### config.mk
export PLATFORM = sky130hd
export DESIGN_NAME = token_ring_fsm
export DESIGN_NICKNAME = d
export VERILOG_FILES = /design/src/rtl/token_ring_pkg.sv /design/src/rtl/token_ring_fsm_popcount.sv /design/src/rtl/token_ring_fsm.sv
export SDC_FILE = /design/constraint.sdc
export NUM_CORES = 1
export LEC_CHECK = 0
export BUFFER_PORTS_ARGS = -buffer_cell sky130_fd_sc_hd__buf_2
export CELL_PAD_IN_SITES_DETAIL_PLACEMENT = 0
export CELL_PAD_IN_SITES_GLOBAL_PLACEMENT = 2
export CORE_UTILIZATION = 23
export CTS_CLUSTER_DIAMETER = 200
export DETAILED_ROUTE_END_ITERATION = 8
export PLACE_DENSITY = 0.77
export SYNTH_ARGS = -nofsm -noshare
export SYNTH_HDL_FRONTEND = slang
export SYNTH_SLANG_ARGS = --single-unit
### constraint.sdc
create_clock -name clk -period 3.9 [get_ports clk]
set_clock_uncertainty 0.1 [all_clocks]
set_input_delay 0.195 -clock clk [delete_from_list [all_inputs] [get_ports clk]]
set_output_delay 0.195 -clock clk [all_outputs]
set_load 0.01 [all_outputs]
### src/rtl/token_ring_pkg.sv
// Shared constants for the token ring Petri-net block.
// Holds the default ring size, the default initial marking and the
// encodings of the CONCURRENT firing-mode parameter.
package token_ring_pkg;

  // Default number of places / transitions in the ring.
  localparam int DEFAULT_N = 10;

  // Default initial marking: one token in each of places 0, 1 and 2.
  localparam logic [DEFAULT_N-1:0] DEFAULT_INIT_MARKING = 10'b0000000111;

  // CONCURRENT parameter encodings.
  localparam int CONCURRENT_LOWEST = 0;  // only the lowest-index enabled transition fires
  localparam int CONCURRENT_ALL    = 1;  // every enabled transition fires in the same cycle

endpackage

### src/rtl/token_ring_fsm_popcount.sv
// Combinational population counter.
// Ports:
//   bits  - input vector of W bits
//   count - number of set bits in 'bits', $clog2(W+1) bits wide
module popcount #(
  parameter int W = 8
) (
  input  logic [W-1:0]           bits,
  output logic [$clog2(W+1)-1:0] count
);

  localparam int CW = $clog2(W+1);

  // Ripple sum of the individual bits.
  always_comb begin
    count = {CW{1'b0}};
    for (int i = 0; i < W; i++) begin
      count = count + CW'(bits[i]);
    end
  end

endmodule

### src/rtl/token_ring_fsm.sv
// Ring-shaped Petri net: N places, N transitions, transition ti moves a
// token from place i to place (i+1) mod N.
// Ports:
//   clk     - rising-edge clock
//   reset   - synchronous active-high reset (marking <= INIT_MARKING, err <= 0)
//   en      - global firing enable; 0 freezes the marking and err
//   t_req   - bit i requests transition ti
//   fire    - same-cycle indication that ti fires at the next edge
//   blocked - bit i: request present, token present, successor place full
//   marking - current place register
//   tokens  - population count of marking
//   err     - sticky flag, set when an enabled request targets an empty place
module token_ring_fsm
  import token_ring_pkg::*;
#(
  parameter int             N            = DEFAULT_N,
  parameter logic [N-1:0]   INIT_MARKING = N'(DEFAULT_INIT_MARKING),
  parameter int             CONCURRENT   = CONCURRENT_ALL
) (
  input  logic                   clk,
  input  logic                   reset,
  input  logic                   en,
  input  logic [N-1:0]           t_req,
  output logic [N-1:0]           fire,
  output logic [N-1:0]           blocked,
  output logic [N-1:0]           marking,
  output logic [$clog2(N+1)-1:0] tokens,
  output logic                   err
);

  logic [N-1:0] marking_r;
  logic         err_r;
  logic [N-1:0] marking_next_s;
  logic         err_next_s;
  logic [N-1:0] succ_s;       // succ_s[i] = marking of place (i+1) mod N
  logic [N-1:0] enabled_s;
  logic [N-1:0] lowest_s;
  logic [N-1:0] fire_s;
  logic [N-1:0] pred_fire_s;  // pred_fire_s[i] = fire of transition (i-1) mod N
  logic         illegal_s;

  // Next-state, firing and status decode from the start-of-cycle marking.
  always_comb begin
    succ_s         = {marking_r[0], marking_r[N-1:1]};
    enabled_s      = {N{en}} & t_req & marking_r & ~succ_s;
    // Two's-complement trick isolates the lowest set bit (zero stays zero).
    lowest_s       = enabled_s & (~enabled_s + N'(1));
    fire_s         = {N{1'b0}};
    pred_fire_s    = {N{1'b0}};
    marking_next_s = marking_r;
    err_next_s     = err_r;
    illegal_s      = en & (|(t_req & ~marking_r));

    if (CONCURRENT != CONCURRENT_LOWEST) begin
      fire_s = enabled_s;
    end else begin
      fire_s = lowest_s;
    end

    pred_fire_s = {fire_s[N-2:0], fire_s[N-1]};
    // A receiving place was empty, so it cannot also be vacated this cycle.
    marking_next_s = (marking_r & ~fire_s) | pred_fire_s;

    if (illegal_s) begin
      err_next_s = 1'b1;
    end else begin
      err_next_s = err_r;
    end
  end

  // Single register bank: marking and sticky error flag.
  always_ff @(posedge clk) begin
    if (reset) begin
      marking_r <= INIT_MARKING;
      err_r     <= 1'b0;
    end else begin
      marking_r <= marking_next_s;
      err_r     <= err_next_s;
    end
  end

  popcount #(.W(N)) u_popcount (
    .bits  (marking_r),
    .count (tokens)
  );

  assign fire    = fire_s;
  assign blocked = t_req & marking_r & succ_s;
  assign marking = marking_r;
  assign err     = err_r;

endmodule

==> results.ini <==
[run_status]
outcome=completed

[floorplan]
core_mm2=0.00344
start_util_pct=24.8
io-pin-count=48
core.rowCount=21
die-area_mm2=0.00396
chipWidth_um=63.0
die_y_um=63.0

[synthesis]
synth.ff_latch_count=11
synth.distinct_cells=20
syn_avg_cell_area_um2=8.38
synthCells=102
seq_area_frac_synth_pct=25.8
synth_area_um2=855
synth_warnings=0
syn_nets=126

[route]
drt-initial-drc-count=17
via_per_inst=4.48
dr.pass1.iters=5
num_vias=883
drc_errors=0
post_drt_wl_per_cell_um=12.0
ant_nets=0
routed_wl_um=2370

[cts]
clock_latency_ns=0.24
htreeDepth=1
cts.clk_slew.worst_paths_ns=0.05
cts_buffer_depth=2
cts_root_buf=clkbuf_8
cts_buffers=3
ctsHoldBuffers=0
cts.sinks=11
cts_tree=built

[critical_path]
cpLargestDelayFamily=adder cells
critPathRequiredTime_ns=3.61
cpMostUsedCell=fa_1
startpoint_type=flip-flop
critical_path_buf_inv_count=5
worstPathArrival_ns=3.39
cp_max_fo=8
worstSetupEndpointType=output port
crit_type=flip-flop to output port
slowest_delay_ns=0.49
cpMaxStageDelayCell=fa_1
path_cells=ha_1, inv_1, fa_1, fa_1, fa_1, inv_1, fa_1, inv_1, fa_1, inv_1, buf_2

[sta]
rsz0062_at_grt=no
slew_headroom_pct=79.6
fin_crit_sh_pct=94.5
worst_slew_pin_slew_ns=0.305
min_period_ns=3.69
finalHoldViolations=0
fmax_mhz=271
timing.final.ws_setup_ns=0.214
drv_slew=0
fin_tns_setup_ns=0
setup_viol=0

[cells_and_area]
drive_gt1_share_pct=35.8
final_cell_mix=buf_2 (47), inv_1 (25), and3_1 (10), dfxtp_1 (9)
layout.nets=176
design_area_mm2=0.00119
antenna_cells_inserted=0
synthToLayoutAreaGrowth_pct=38.8
layout_commonest_cell=buf_2

[global_route]
grt_pass1_vias=822
antenna_found_initial=0
overflow=0
grtUsageTotal_pct=13.1
grt_max_degree=12
grt_pass1_wl_um=4040

[place]
placed_area_mm2=0.00114
gp_congestion=0.730
dp_hpwl_um=1900
place_ws_ns=0.383
numPortBuffers=47

[power_and_ir_drop]
p_leak_nw=0.696
seqPwrFrac_pct=39.9
p_per_area_mw_per_mm2=256
power_uw=304
clkPwrFrac_pct=38.3
combPwrFrac_pct=21.8
p_sw_share_pct=28.4
intPower_uw=218
p_sw_uw=86.5
ir_drop_mv=0.169

[flow_run]
drv_cap=0

[worst_hold_path]
hold_path_class=primary input to flip-flop

## final cells by class
cell class | instances | area, um2
well taps | 46 | 57.6
inverters | 25 | 93.8
repair buffers | 47 | 235
clock buffers | 4 | 45.0
multi-input cells | 64 | 532
flip-flops and latches | 11 | 223
fillers | 380 | 2260
## what timing repair did
item | 4_1_cts | 5_1_grt
resized for setup | 0 | 2
endpoints found under the setup margin | 0 | 1
buffers inserted | 0 | 0
## sequential cells by signal (all words and copies together) (netlist names)
signal / cells
marking: 10
err: 1
## per-stage QoR
stage | utilization, % | hold slack (ns) | cells
after floorplan | - | 0.203 | 102
after global placement | 33.1 | 0.422 | 193
after detailed placement | 33.1 | 0.417 | 193
after CTS | 34.4 | 0.183 | 197
after global routing | 34.5 | 0.214 | 197
final | 34.5 | 0.179 | 197
## cell usage after synthesis
| cell | n | area [um2] |
|---|---|---|
| a21oi_1 | 7 | 35.0 |
| and3_1 | 10 | 62.6 |
| a2111oi_2 | 2 | 30.0 |
| nor2b_1 | 5 | 31.3 |
| o21bai_1 | 1 | 7.51 |
| o21ai_1 | 3 | 15.0 |
| a311oi_1 | 1 | 8.76 |
| o21a_1 | 1 | 7.51 |
| nand2_1 | 6 | 22.5 |
| nor2_1 | 5 | 18.8 |
| clkbuf_1 | 1 | 3.75 |
| and4b_1 | 3 | 30.0 |
| dfxtp_1 | 11 | 220 |
| fa_1 | 6 | 120 |
| a222oi_1 | 1 | 10.0 |
| nand4b_1 | 7 | 61.3 |
| buf_2 | 1 | 5.00 |
| inv_1 | 25 | 93.8 |
| xor2_1 | 1 | 8.76 |
| ha_1 | 5 | 62.6 |
## power groups by stage
| stage | sequential, mW | clock (mW) | combinational (mW) |
|---|---|---|---|
| after floorplan | 0.124 | 0 | 0.0390 |
| after global placement | 0.124 | 0 | 0.0669 |
| after detailed placement | 0.124 | 0 | 0.0674 |
| after CTS | 0.121 | 0.121 | 0.0675 |
| after global routing | 0.123 | 0.126 | 0.0756 |
| final | 0.121 | 0.116 | 0.0662 |
## path summary, 6_finish.rpt
path | start | endpoint | slack, ns | cells past startpoint
setup reg to reg | marking[3]$_SDFF_PP0_ | err$_SDFFE_PP0P_ | 2.63 | 3
setup / recovery | marking[0]$_SDFF_PP1_ | tokens[1] | 0.21 | 11
hold / removal | reset | marking[9]$_SDFF_PP0_ | 0.18 | 2
hold reg to reg | marking[0]$_SDFF_PP1_ | marking[0]$_SDFF_PP1_ | 0.40 | 2
## routing by layer
layer	GRT usage [%]	vias up	share of wire, %
met5	0	-	0
met4	2.62	0	0.59
met3	4.20	2	7.1
met2	20.6	33	44
met1	17.3	412	48
li1	-	436	-
## cell families after synthesis
| family | synth area share, % |
|---|---|
| DFF | 25.8 |
| xor gates and xnor gates | 1.03 |
| adders and majority gates | 21.4 |
| and+or+nand+nor | 26.5 |
| buffers and inverters | 12.0 |
| AOI/OAI and AO/OA | 13.3 |
Note: power is estimated with default switching activity, not from simulation.
